===== src/rtl/ascon_pack.sv =====
// ascon_pack: shared widths and collector state encoding for the ASCON output path.
// Rev 1.0
`default_nettype none

package ascon_pack;

  localparam int BLOCK_W         = 64;
  localparam int TAG_W           = 128;
  localparam int OUT_W           = 32;
  localparam int WORDS_PER_BLOCK = BLOCK_W / OUT_W;
  localparam int WORDS_PER_TAG   = TAG_W / OUT_W;

  typedef enum logic [2:0] {
    IDLE     = 3'd0,
    COLLECT  = 3'd1,
    TAG_WAIT = 3'd2,
    DRAIN    = 3'd3,
    DONE     = 3'd4
  } collector_state_t;

endpackage

`default_nettype wire


===== src/rtl/cipher_block_buffer.sv =====
// cipher_block_buffer: NB_BLOCKS x BLOCK_W register file, one write port, word-select read port.
// Rev 1.0
`default_nettype none

module cipher_block_buffer #(
  parameter int NB_BLOCKS  = 4,
  parameter int BLOCK_W    = 64,
  parameter int OUT_W      = 32,
  localparam int C_AW      = $clog2(NB_BLOCKS),
  localparam int C_WPB     = BLOCK_W / OUT_W,
  localparam int C_SW      = $clog2(C_WPB)
) (
  input  logic               clk,
  input  logic               i_wr_en,
  input  logic [C_AW-1:0]    i_wr_addr,
  input  logic [BLOCK_W-1:0] i_wr_data,
  input  logic [C_AW-1:0]    i_rd_addr,
  input  logic [C_SW-1:0]    i_rd_word,
  output logic [OUT_W-1:0]   o_rd_data
);

  logic [BLOCK_W-1:0] r_mem [NB_BLOCKS];
  logic [BLOCK_W-1:0] w_blk;
  logic [OUT_W-1:0]   w_words [C_WPB];

  always_ff @(posedge clk) begin
    if (i_wr_en) begin
      r_mem[i_wr_addr] <= i_wr_data;
    end
  end

  assign w_blk = r_mem[i_rd_addr];

  // Word 0 is the most significant slice of the block.
  for (genvar g = 0; g < C_WPB; g++) begin : g_word
    assign w_words[g] = w_blk[BLOCK_W-1-g*OUT_W -: OUT_W];
  end

  assign o_rd_data = w_words[i_rd_word];

endmodule

`default_nettype wire


===== src/rtl/cipher_block_collector.sv =====
// cipher_block_collector: captures ciphertext blocks and tag, drains them as OUT_W-bit words.
// Optional CIPHER_COLLECTOR_TAG_VERIFY_EN compares the tag instead of streaming it. Rev 1.0
`default_nettype none

module cipher_block_collector #(
  parameter int NB_BLOCKS = 4,
  parameter int BLOCK_W   = ascon_pack::BLOCK_W,
  parameter int OUT_W     = ascon_pack::OUT_W
) (
  input  logic                         clock_i,
  input  logic                         reset_i,
  input  logic                         start_i,
  input  logic                         cipher_valid_i,
  input  logic [BLOCK_W-1:0]           cipher_i,
  input  logic                         tag_valid_i,
  input  logic [ascon_pack::TAG_W-1:0] tag_i,
  input  logic                         out_ready_i,
  output logic                         out_valid_o,
  output logic [OUT_W-1:0]             out_data_o,
  output logic                         out_last_o,
  output logic                         out_is_tag_o,
  output logic [$clog2(NB_BLOCKS)-1:0] cpt_o,
  output logic                         busy_o,
  output logic                         done_o,
  output logic                         overflow_o
`ifdef CIPHER_COLLECTOR_TAG_VERIFY_EN
  ,
  input  logic [ascon_pack::TAG_W-1:0] expected_tag_i,
  output logic                         tag_ok_o
`endif
);

  import ascon_pack::*;

  localparam int c_aw    = $clog2(NB_BLOCKS);
  localparam int c_cnt_w = $clog2(NB_BLOCKS + 1);
  localparam int c_wpb   = BLOCK_W / OUT_W;
  localparam int c_sw    = $clog2(c_wpb);
  localparam int c_wpt   = TAG_W / OUT_W;
  localparam int c_ptr_w = $clog2(NB_BLOCKS * c_wpb + c_wpt + 1);

  collector_state_t     r_state, w_next_state;
  logic [c_cnt_w-1:0]   r_cnt;
  logic [c_ptr_w-1:0]   r_ptr;
  logic                 r_overflow;
  logic                 w_wr_en;
  logic                 w_tag_cap;
  logic                 w_fire;
  logic                 w_last;
  logic [c_cnt_w-1:0]   w_cnt_after;
  logic [c_ptr_w-1:0]   w_blk_words;
  logic [OUT_W-1:0]     w_blk_word;
  logic [OUT_W-1:0]     w_word;
  logic                 w_is_tag;

  assign w_wr_en     = (r_state == COLLECT) && cipher_valid_i;
  assign w_tag_cap   = tag_valid_i && ((r_state == COLLECT) || (r_state == TAG_WAIT));
  assign w_fire      = (r_state == DRAIN) && out_ready_i;
  assign w_cnt_after = w_wr_en ? r_cnt + c_cnt_w'(1) : r_cnt;
  assign w_blk_words = c_ptr_w'(r_cnt * c_wpb);

  cipher_block_buffer #(
    .NB_BLOCKS (NB_BLOCKS),
    .BLOCK_W   (BLOCK_W),
    .OUT_W     (OUT_W)
  ) u_buffer (
    .clk       (clock_i),
    .i_wr_en   (w_wr_en),
    .i_wr_addr (r_cnt[c_aw-1:0]),
    .i_wr_data (cipher_i),
    .i_rd_addr (r_ptr[c_sw +: c_aw]),
    .i_rd_word (r_ptr[c_sw-1:0]),
    .o_rd_data (w_blk_word)
  );

`ifdef CIPHER_COLLECTOR_TAG_VERIFY_EN
  logic r_tag_ok;

  assign w_last   = (r_ptr == w_blk_words - c_ptr_w'(1));
  assign w_is_tag = 1'b0;
  assign w_word   = w_blk_word;
  assign tag_ok_o = r_tag_ok;

  always_ff @(posedge clock_i) begin
    if (reset_i) begin
      r_tag_ok <= 1'b0;
    end else if ((r_state == IDLE) && start_i) begin
      r_tag_ok <= 1'b0;
    end else if (w_tag_cap) begin
      r_tag_ok <= (tag_i == expected_tag_i);
    end
  end
`else
  localparam int c_tw = $clog2(c_wpt);

  logic [TAG_W-1:0] r_tag;
  logic [OUT_W-1:0] w_tag_words [c_wpt];
  logic [c_tw-1:0]  w_tag_sel;

  always_ff @(posedge clock_i) begin
    if (w_tag_cap) begin
      r_tag <= tag_i;
    end
  end

  for (genvar g = 0; g < c_wpt; g++) begin : g_tag_word
    assign w_tag_words[g] = r_tag[TAG_W-1-g*OUT_W -: OUT_W];
  end

  // Tag words follow the ciphertext words in the read pointer space.
  assign w_is_tag  = (r_ptr >= w_blk_words);
  assign w_tag_sel = c_tw'(r_ptr - w_blk_words);
  assign w_word    = w_is_tag ? w_tag_words[w_tag_sel] : w_blk_word;
  assign w_last    = (r_ptr == w_blk_words + c_ptr_w'(c_wpt - 1));
`endif

  always_comb begin
    w_next_state = r_state;
    case (r_state)
      IDLE: begin
        if (start_i) w_next_state = COLLECT;
      end
      COLLECT: begin
        if (tag_valid_i) begin
`ifdef CIPHER_COLLECTOR_TAG_VERIFY_EN
          w_next_state = (w_cnt_after == '0) ? DONE : DRAIN;
`else
          w_next_state = DRAIN;
`endif
        end else if (w_cnt_after == c_cnt_w'(NB_BLOCKS)) begin
          w_next_state = TAG_WAIT;
        end
      end
      TAG_WAIT: begin
        if (tag_valid_i) w_next_state = DRAIN;
      end
      DRAIN: begin
        if (w_fire && w_last) w_next_state = DONE;
      end
      DONE:    w_next_state = IDLE;
      default: w_next_state = IDLE;
    endcase
  end

  always_ff @(posedge clock_i) begin
    if (reset_i) begin
      r_state    <= IDLE;
      r_cnt      <= '0;
      r_ptr      <= '0;
      r_overflow <= 1'b0;
    end else begin
      r_state <= w_next_state;
      if ((r_state == IDLE) && start_i) begin
        r_cnt      <= '0;
        r_ptr      <= '0;
        r_overflow <= 1'b0;
      end
      if (w_wr_en) begin
        r_cnt <= w_cnt_after;
      end
      if ((r_state == TAG_WAIT) && cipher_valid_i) begin
        r_overflow <= 1'b1;
      end
      if (w_fire && !w_last) begin
        r_ptr <= r_ptr + c_ptr_w'(1);
      end
    end
  end

  assign out_valid_o  = (r_state == DRAIN);
  assign out_data_o   = out_valid_o ? w_word : '0;
  assign out_last_o   = out_valid_o && w_last;
  assign out_is_tag_o = out_valid_o && w_is_tag;
  assign cpt_o        = r_cnt[c_aw-1:0];
  assign busy_o       = (r_state != IDLE);
  assign done_o       = (r_state == DONE);
  assign overflow_o   = r_overflow;

endmodule

`default_nettype wire


===== config.mk =====
export PLATFORM = sky130hd
export DESIGN_NAME = cipher_block_collector
export DESIGN_NICKNAME = d
export VERILOG_FILES = /design/src/rtl/ascon_pack.sv /design/src/rtl/cipher_block_buffer.sv /design/src/rtl/cipher_block_collector.sv
export SDC_FILE = /design/constraint.sdc
export NUM_CORES = 1
export LEC_CHECK = 0
export CAP_MARGIN = 20
export CELL_PAD_IN_SITES_DETAIL_PLACEMENT = 0
export CELL_PAD_IN_SITES_GLOBAL_PLACEMENT = 1
export CORE_MARGIN = 4
export CORE_UTILIZATION = 40
export CTS_CLUSTER_DIAMETER = 120
export DETAILED_ROUTE_END_ITERATION = 10
export HOLD_SLACK_MARGIN = 0.06
export PLACE_DENSITY = 0.71
export SYNTH_ARGS = -nofsm -noshare
export SYNTH_HDL_FRONTEND = slang
export SYNTH_HIERARCHICAL = 1
export SYNTH_SLANG_ARGS = --single-unit
export TNS_END_PERCENT = 50

===== constraint.sdc =====
create_clock -name clock_i -period 21.6 [get_ports clock_i]
set_input_delay 2.16 -clock clock_i [delete_from_list [all_inputs] [get_ports clock_i]]
set_output_delay 2.16 -clock clock_i [all_outputs]
set_load 0.01 [all_outputs]

# [Word-level counts from Yosys, hierarchy flattened]
# Memories as Yosys holds them, arrays and structs flattened. A register that Yosys moved wholly into a read port is not among the register bits.
# Cells that the tools add are included.
[classes] bitwise=2 reduce_logical=17 muxes=25 n_lt_le_gt_ge=3 n_eq_ne=10 n_addsub=4
[op_table] cell="32-bit two-way mux" n=7
[op_table] cell="32-bit binary-select mux with 2-bit select" n=1
[op_table] cell="3-bit two-way mux" n=8
[op_table] cell="3-bit case mux with 4 select lines" n=1
[op_table] cell="1-bit logical AND" n=9
[op_table] cell="4-bit two-way mux" n=2
[op_table] cell="3-bit by 2-bit == test with 1-bit output (second input constant)" n=2
[op_table] cell="3-bit == test (second input constant)" n=2
[op_table] cell="2-bit nonzero test" n=3
[op_table] cell="4-bit by 1-bit adder with 4-bit output (second input constant)" n=1
[op_table] cell="4-bit by 2-bit adder with 4-bit output (second input constant)" n=1
[op_table] cell="4-bit == test" n=1
[op_table] cell="4-bit greater-or-equal comparator" n=1
[op_table] cell="1-bit two-way mux" n=4
[op_table] cell="2-bit two-way mux" n=2
[op_table] cell="2-bit inequality test (second input constant)" n=2
[op_table] cell="4-bit AND reduction" n=1
[op_table] cell="3-bit by 1-bit adder with 3-bit output (second input constant)" n=1
[op_table] cell="3-bit by 1-bit == test with 1-bit output (second input constant)" n=1
[op_table] cell="3-bit greater-or-equal comparator (second input constant)" n=1
[op_table] cell="3-bit logical NOT" n=1
[op_table] cell="3-bit by 2-bit inequality test with 1-bit output (second input constant)" n=1
[op_table] cell="2-bit inverter with 3-bit output" n=1
[op_table] cell="3-bit nonzero test" n=1
[op_table] cell="6 further kinds" n=6
[word_totals] register_bits=139 output_inout_bits=40 mem_count=1 ramBits=256 in_bits=198 elab_cells=67
[memory_table] name="u_buffer.r_mem" depth=4 width=64 rd=1 rd_ports_with_merged_regs=1 wr=1 line="cipher_block_buffer.sv:22" source="logic [BLOCK_W-1:0] r_mem [NB_BLOCKS];"

# [Logic depth before layout (Yosys ltp)]
[logic_depth] word_depth=7 mapped_depth=9 mapped_depth_nobuf=7

# [Cells and area by module]
# The synthesis kept the hierarchy.
[by_module_without_submodules] module="cipher_block_buffer" area_each_um2=9790.6 instances=1 cells_each=375 seq_area_each_um2=7687.4
[by_module_without_submodules] module="cipher_block_collector" area_each_um2=5958.2 instances=1 cells_each=379 seq_area_each_um2=4063.9

# [Worst setup path after synthesis]
# No wires, ideal clock.
[synth_path] kind="input to register" startpoint="input tag_valid_i" endpoint="register r_tag[0] (enable)" n_path_buf=0 required_ns=20.803 setup_ns=0.797 t_arrival_ns=11.314 path_slack_ns=9.489 path_stages=1 path_cell_list="nor3b_1"
[synth_via] elab_chain_cells=1
[synth_lines] element="from (decl)" line="cipher_block_collector.sv:15" source="input logic tag_valid_i,"
[synth_lines] element="1-bit logical AND" line="cipher_block_collector.sv:57" source="assign w_tag_cap = tag_valid_i && ((r_state == COLLECT) || (r_state == TAG_WAIT));"
[synth_lines] element="to (signal assigned)" line="cipher_block_collector.sv:102" source="r_tag <= tag_i;"
[synth_lines] element="to (decl)" line="cipher_block_collector.sv:96" source="logic [TAG_W-1:0] r_tag;"
# No other way between the ends.
# A chain may end at the register's enable or synchronous reset.

# [Worst setup path after layout]
[layout_path] startpoint="register r_ptr[1]" endpoint="output out_data_o[23]"
[layout_via] elab_chain_cells=7 word_cells_on_any_way=8 cone_classes="add/sub (1); order compare (1); mux (5); bitwise (1)"
[layout_lines] element="from (decl)" line="cipher_block_collector.sv:44" source="logic [c_ptr_w-1:0] r_ptr;"
[layout_lines] element="from (signal assigned)" line="cipher_block_collector.sv:165" source="r_ptr <= r_ptr + c_ptr_w'(1);"
[layout_lines] element="2-bit subtractor" line="cipher_block_collector.sv:112" source="assign w_tag_sel = c_tw'(r_ptr - w_blk_words);"
[layout_lines] element="2-bit inverter with 3-bit output (implied by the code)" line="cipher_block_collector.sv:113" source="assign w_word = w_is_tag ? w_tag_words[w_tag_sel] : w_blk_word;"
[layout_lines] element="32-bit binary-select mux with 2-bit select" line="cipher_block_collector.sv:113"
[layout_lines] element="32-bit two-way mux (implied by the code) (2 in series)" line="cipher_block_collector.sv:113"
[layout_lines] element="32-bit two-way mux (*)" line="cipher_block_collector.sv:113"
[layout_lines] element="32-bit two-way mux (*)" line="cipher_block_collector.sv:171" source="assign out_data_o = out_valid_o ? w_word : '0;"
[layout_lines] element="to (decl)" line="cipher_block_collector.sv:19" source="output logic [OUT_W-1:0] out_data_o,"
# Mark *: on every way between the ends. The rest lies on a longest branch, timed or not. The select of a mux whose other input is x is not followed.

==> flow_summary_export.csv <==
group,metric,value,unit
outcome,outcome,"complete, no violations",
timing,drv_slew,0,
job,maxCapViolCount,0,
logic_synthesis,ys_seq_elements,395,
power,power.total,1.77,mW
routing,vias,8179,
global_route,grt_first_pass_wirelength,53700,microns
logic_synthesis,synth_fp_nets,958,
timing,setup_violations,0,
power,clockPowerShare,0.384,
cells_and_area,register_area,0.0118,sq mm
timing,max_freq,0.154,GHz
floorplan,io_pins,238,
global_route,grt_usage,0.171,
logic_synthesis,synth_warnings,6,
clock_network,cts_setup_buffers,0,
global_route,grt_antenna_before_repair,4,
cells_and_area,multiInputGateArea,0.00376,sq mm
timing,final.setup.tns,0,ps
critical_path,timing_worst_setup_path_type,"reg -> out",
critical_path,crit_chain,"inv_1 -> ha_2 -> buf_12 -> nand2b_1 -> a21boi_1 -> o21a_2 -> o21ai_1 -> a21oi_1 -> clkdlybuf4s50_1",
logic_synthesis,ys_seq_area_frac,0.746,
critical_path,r2r_slack,18660,ps
logic_synthesis,ys_async_sr_fraction,0,
place,placedCellCount,1473,
logic_synthesis,synth_cell_types,46,
power,power_density,88.6,mW/mm^2
routing,dr.first_iter.drc_count,642,
critical_path,cp_slowest_stage_delay,800,ps
timing,hold_viol,0,
routing,drc,0,
critical_path,cp_top_family,"compound AO/OA/AOI/OAI gates",
power,comb_power_share,0.093,
critical_path,cp_max_fo,32,
worst_hold_path,hold_path_class,"reg -> reg",
logic_synthesis,synth_ff_type,"edfxtp_1",
cells_and_area,fillers,3081,
critical_path,critPathSlowestCell,"o21a_2",
clock_network,h-tree-depth,2,
cells_and_area,area_growth,26.8,%
timing,finClkSkew,6.94,ps
global_route,grt_max_degree,70,
clock_network,holdBufCountCts,0,
place,place.port_buffers,237,
clock_network,clk_transition_reported_paths,60,ps
power,ir_drop,0.0656,mV
floorplan,num_rows,72,
critical_path,cp.required,19440,ps
power,internal_power,1.39,mW
power,switching_share,0.216,
routing,routedWlPerCell,23.6,microns
critical_path,cp-start-kind,"flop",
place,globalplace.congestion,0.748,
clock_network,clkSinkCount,395,
clock_network,cts_max_path_buffers,3,
routing,ant_nets,0,
routing,firstDrtPassIters,5,
place,pre_cts_slack,15260,ps
clock_network,cts_root_buf,"clkbuf_16",
clock_network,clkLatencyLatePin,550,ps
floorplan,start_util,0.406,
floorplan,core_area,0.0388,sq mm
cells_and_area,final_util,0.514,
power,p_switching,0.383,mW
power,pwr-share-seq,0.523,
power,p_leak,6.32,nW
floorplan,dieArea,0.0426,sq mm
routing,viasPerCell,5.28,
clock_network,cts_tree,"built",
timing,rsz0062_at_grt,"no",
cells_and_area,num-nets-final,1204,
critical_path,crit_arrival,4310,ps
timing,fin_crit,6470,ps
timing,slew_headroom,0.305,
cells_and_area,finalNonFillerCells,1550,
timing,fin_crit_sh,0.300,
floorplan,die_w,206,microns
critical_path,cp_num_buf_inv,3,
logic_synthesis,synth_area,0.0157,sq mm
timing,setup_slack,15130,ps
logic_synthesis,synth-edff-count,384,
logic_synthesis,synth.avg_cell_area,20.9,sq um
timing,tightest_slew,1040,ps
global_route,grt_pass1_vias,8561,
place,dp_hpwl,23200,microns
cells_and_area,antenna_cells,0,
critical_path,cp-end-kind,"output pin",
clock_network,cts_resized,0,
routing,wl,36700,microns
clock_network,cts_buffers,42,
cells_and_area,drive_above_1_share,0.167,
logic_synthesis,syn_inst,754,
floorplan,dieHeight,206,microns
global_route,overflow,0,
## tightest hold or removal path: stages, from the launching register on
cell	delay, ps
dfxtp_1	330
o21ai_1	80
a21oi_1	60
## through the flow
| stage | area [sq um] | hold slack, ps |
|---|---|---|
| after floorplan | 15700 | 488 |
| after global placement | 18700 | 508 |
| after detailed placement | 18700 | 508 |
| after CTS | 20000 | 521 |
| after global routing | 20000 | 573 |
| final | 20000 | 524 |
## flip-flops by register name (all words and copies together) (netlist names)
| signal | count |
|---|---|
| r_tag | 128 |
| overflow_o | 1 |
| r_cnt | 3 |
| r_state | 3 |
| r_ptr | 4 |
| u_buffer/r_mem | 256 |
## final cells by class
class                           count  area share
Timing Repair Buffer              249       0.124
Tap cell                          518      0.0324
Multi-Input combinational cell    304       0.188
Clock buffer                       59      0.0574
Sequential cell                   395       0.589
Clock inverter                     17     0.00764
Inverter                            8     0.00150
## power groups by stage
stage / Clock, mW / Combinational [mW] / Sequential, mW
after floorplan: 0 / 0.0866 / 0.950
after global placement: 0 / 0.165 / 0.939
after detailed placement: 0 / 0.166 / 0.942
after CTS: 0.701 / 0.167 / 0.926
final: 0.680 / 0.164 / 0.925
after global routing: 0.734 / 0.178 / 0.929
## routing by layer
layer  share of wire  global-route usage  up-vias
met5         0.00093                   0        -
met4           0.020              0.0454        6
met3           0.091              0.0571       51
met2            0.48               0.269      281
met1            0.41               0.231     4175
li1                -                   -     3666
## synth_stat cells, types with 2 or more instances
cell type    n  share of area
dfxtp_1     11          0.014
nor2b_1      2        0.00079
o21a_1       2        0.00095
ha_1         6         0.0048
mux4_1      40          0.067
buf_6        7         0.0050
inv_1        7         0.0017
nand2b_1     2        0.00079
nor3_1       5         0.0016
buf_1       11         0.0026
clkbuf_1    20         0.0048
buf_2        6         0.0019
o21ai_1     35          0.011
xnor2_1      2         0.0011
a21oi_1     38          0.012
nand3_1     35          0.011
nor2_1      13         0.0031
nand2_1      8         0.0019
nor3b_1      3         0.0014
edfxtp_1   384           0.73
mux4_2      56          0.080
mux2_2      32          0.023
and3_1       2        0.00079
a21o_1       3         0.0014
buf_4        3         0.0014
## layout by cell type, fill, tap and decap left out, drive strengths merged, types with 2 or more instances in the layout
master / instances
ha: 6
nand2: 8
a21o: 3
nor2b: 2
o21ai: 35
nor3: 5
buf: 12
clkbuf: 59
edfxtp: 384
clkinv: 12
nand3: 35
mux4: 96
nor3b: 3
xnor2: 2
clkdlybuf4s50: 237
inv: 10
mux2: 33
and3: 2
dfxtp: 11
a21oi: 38
or3b: 2
nand2b: 2
nor2: 13
o21a: 2
bufinv: 2
## path summary, 6_finish.rpt
path | from | to | depth (start not counted)
setup reg to reg | r_ptr[1] | r_ptr[3] | 8
hold reg to reg | r_cnt[2] | r_cnt[2] | 2
setup / recovery | r_ptr[1] | out_data_o[23] | 9
hold / removal | r_cnt[2] | r_cnt[2] | 2
## cells by family after synthesis
group | synth area share
DFF | 0.746
buffers and inverters | 0.0176
muxes | 0.171
and+or+nand+nor | 0.0269
AOI/OAI and AO/OA | 0.0303
xor gates and xnor gates | 0.00318
adders and majority gates | 0.00477
Power figures use the tool's default switching activity.
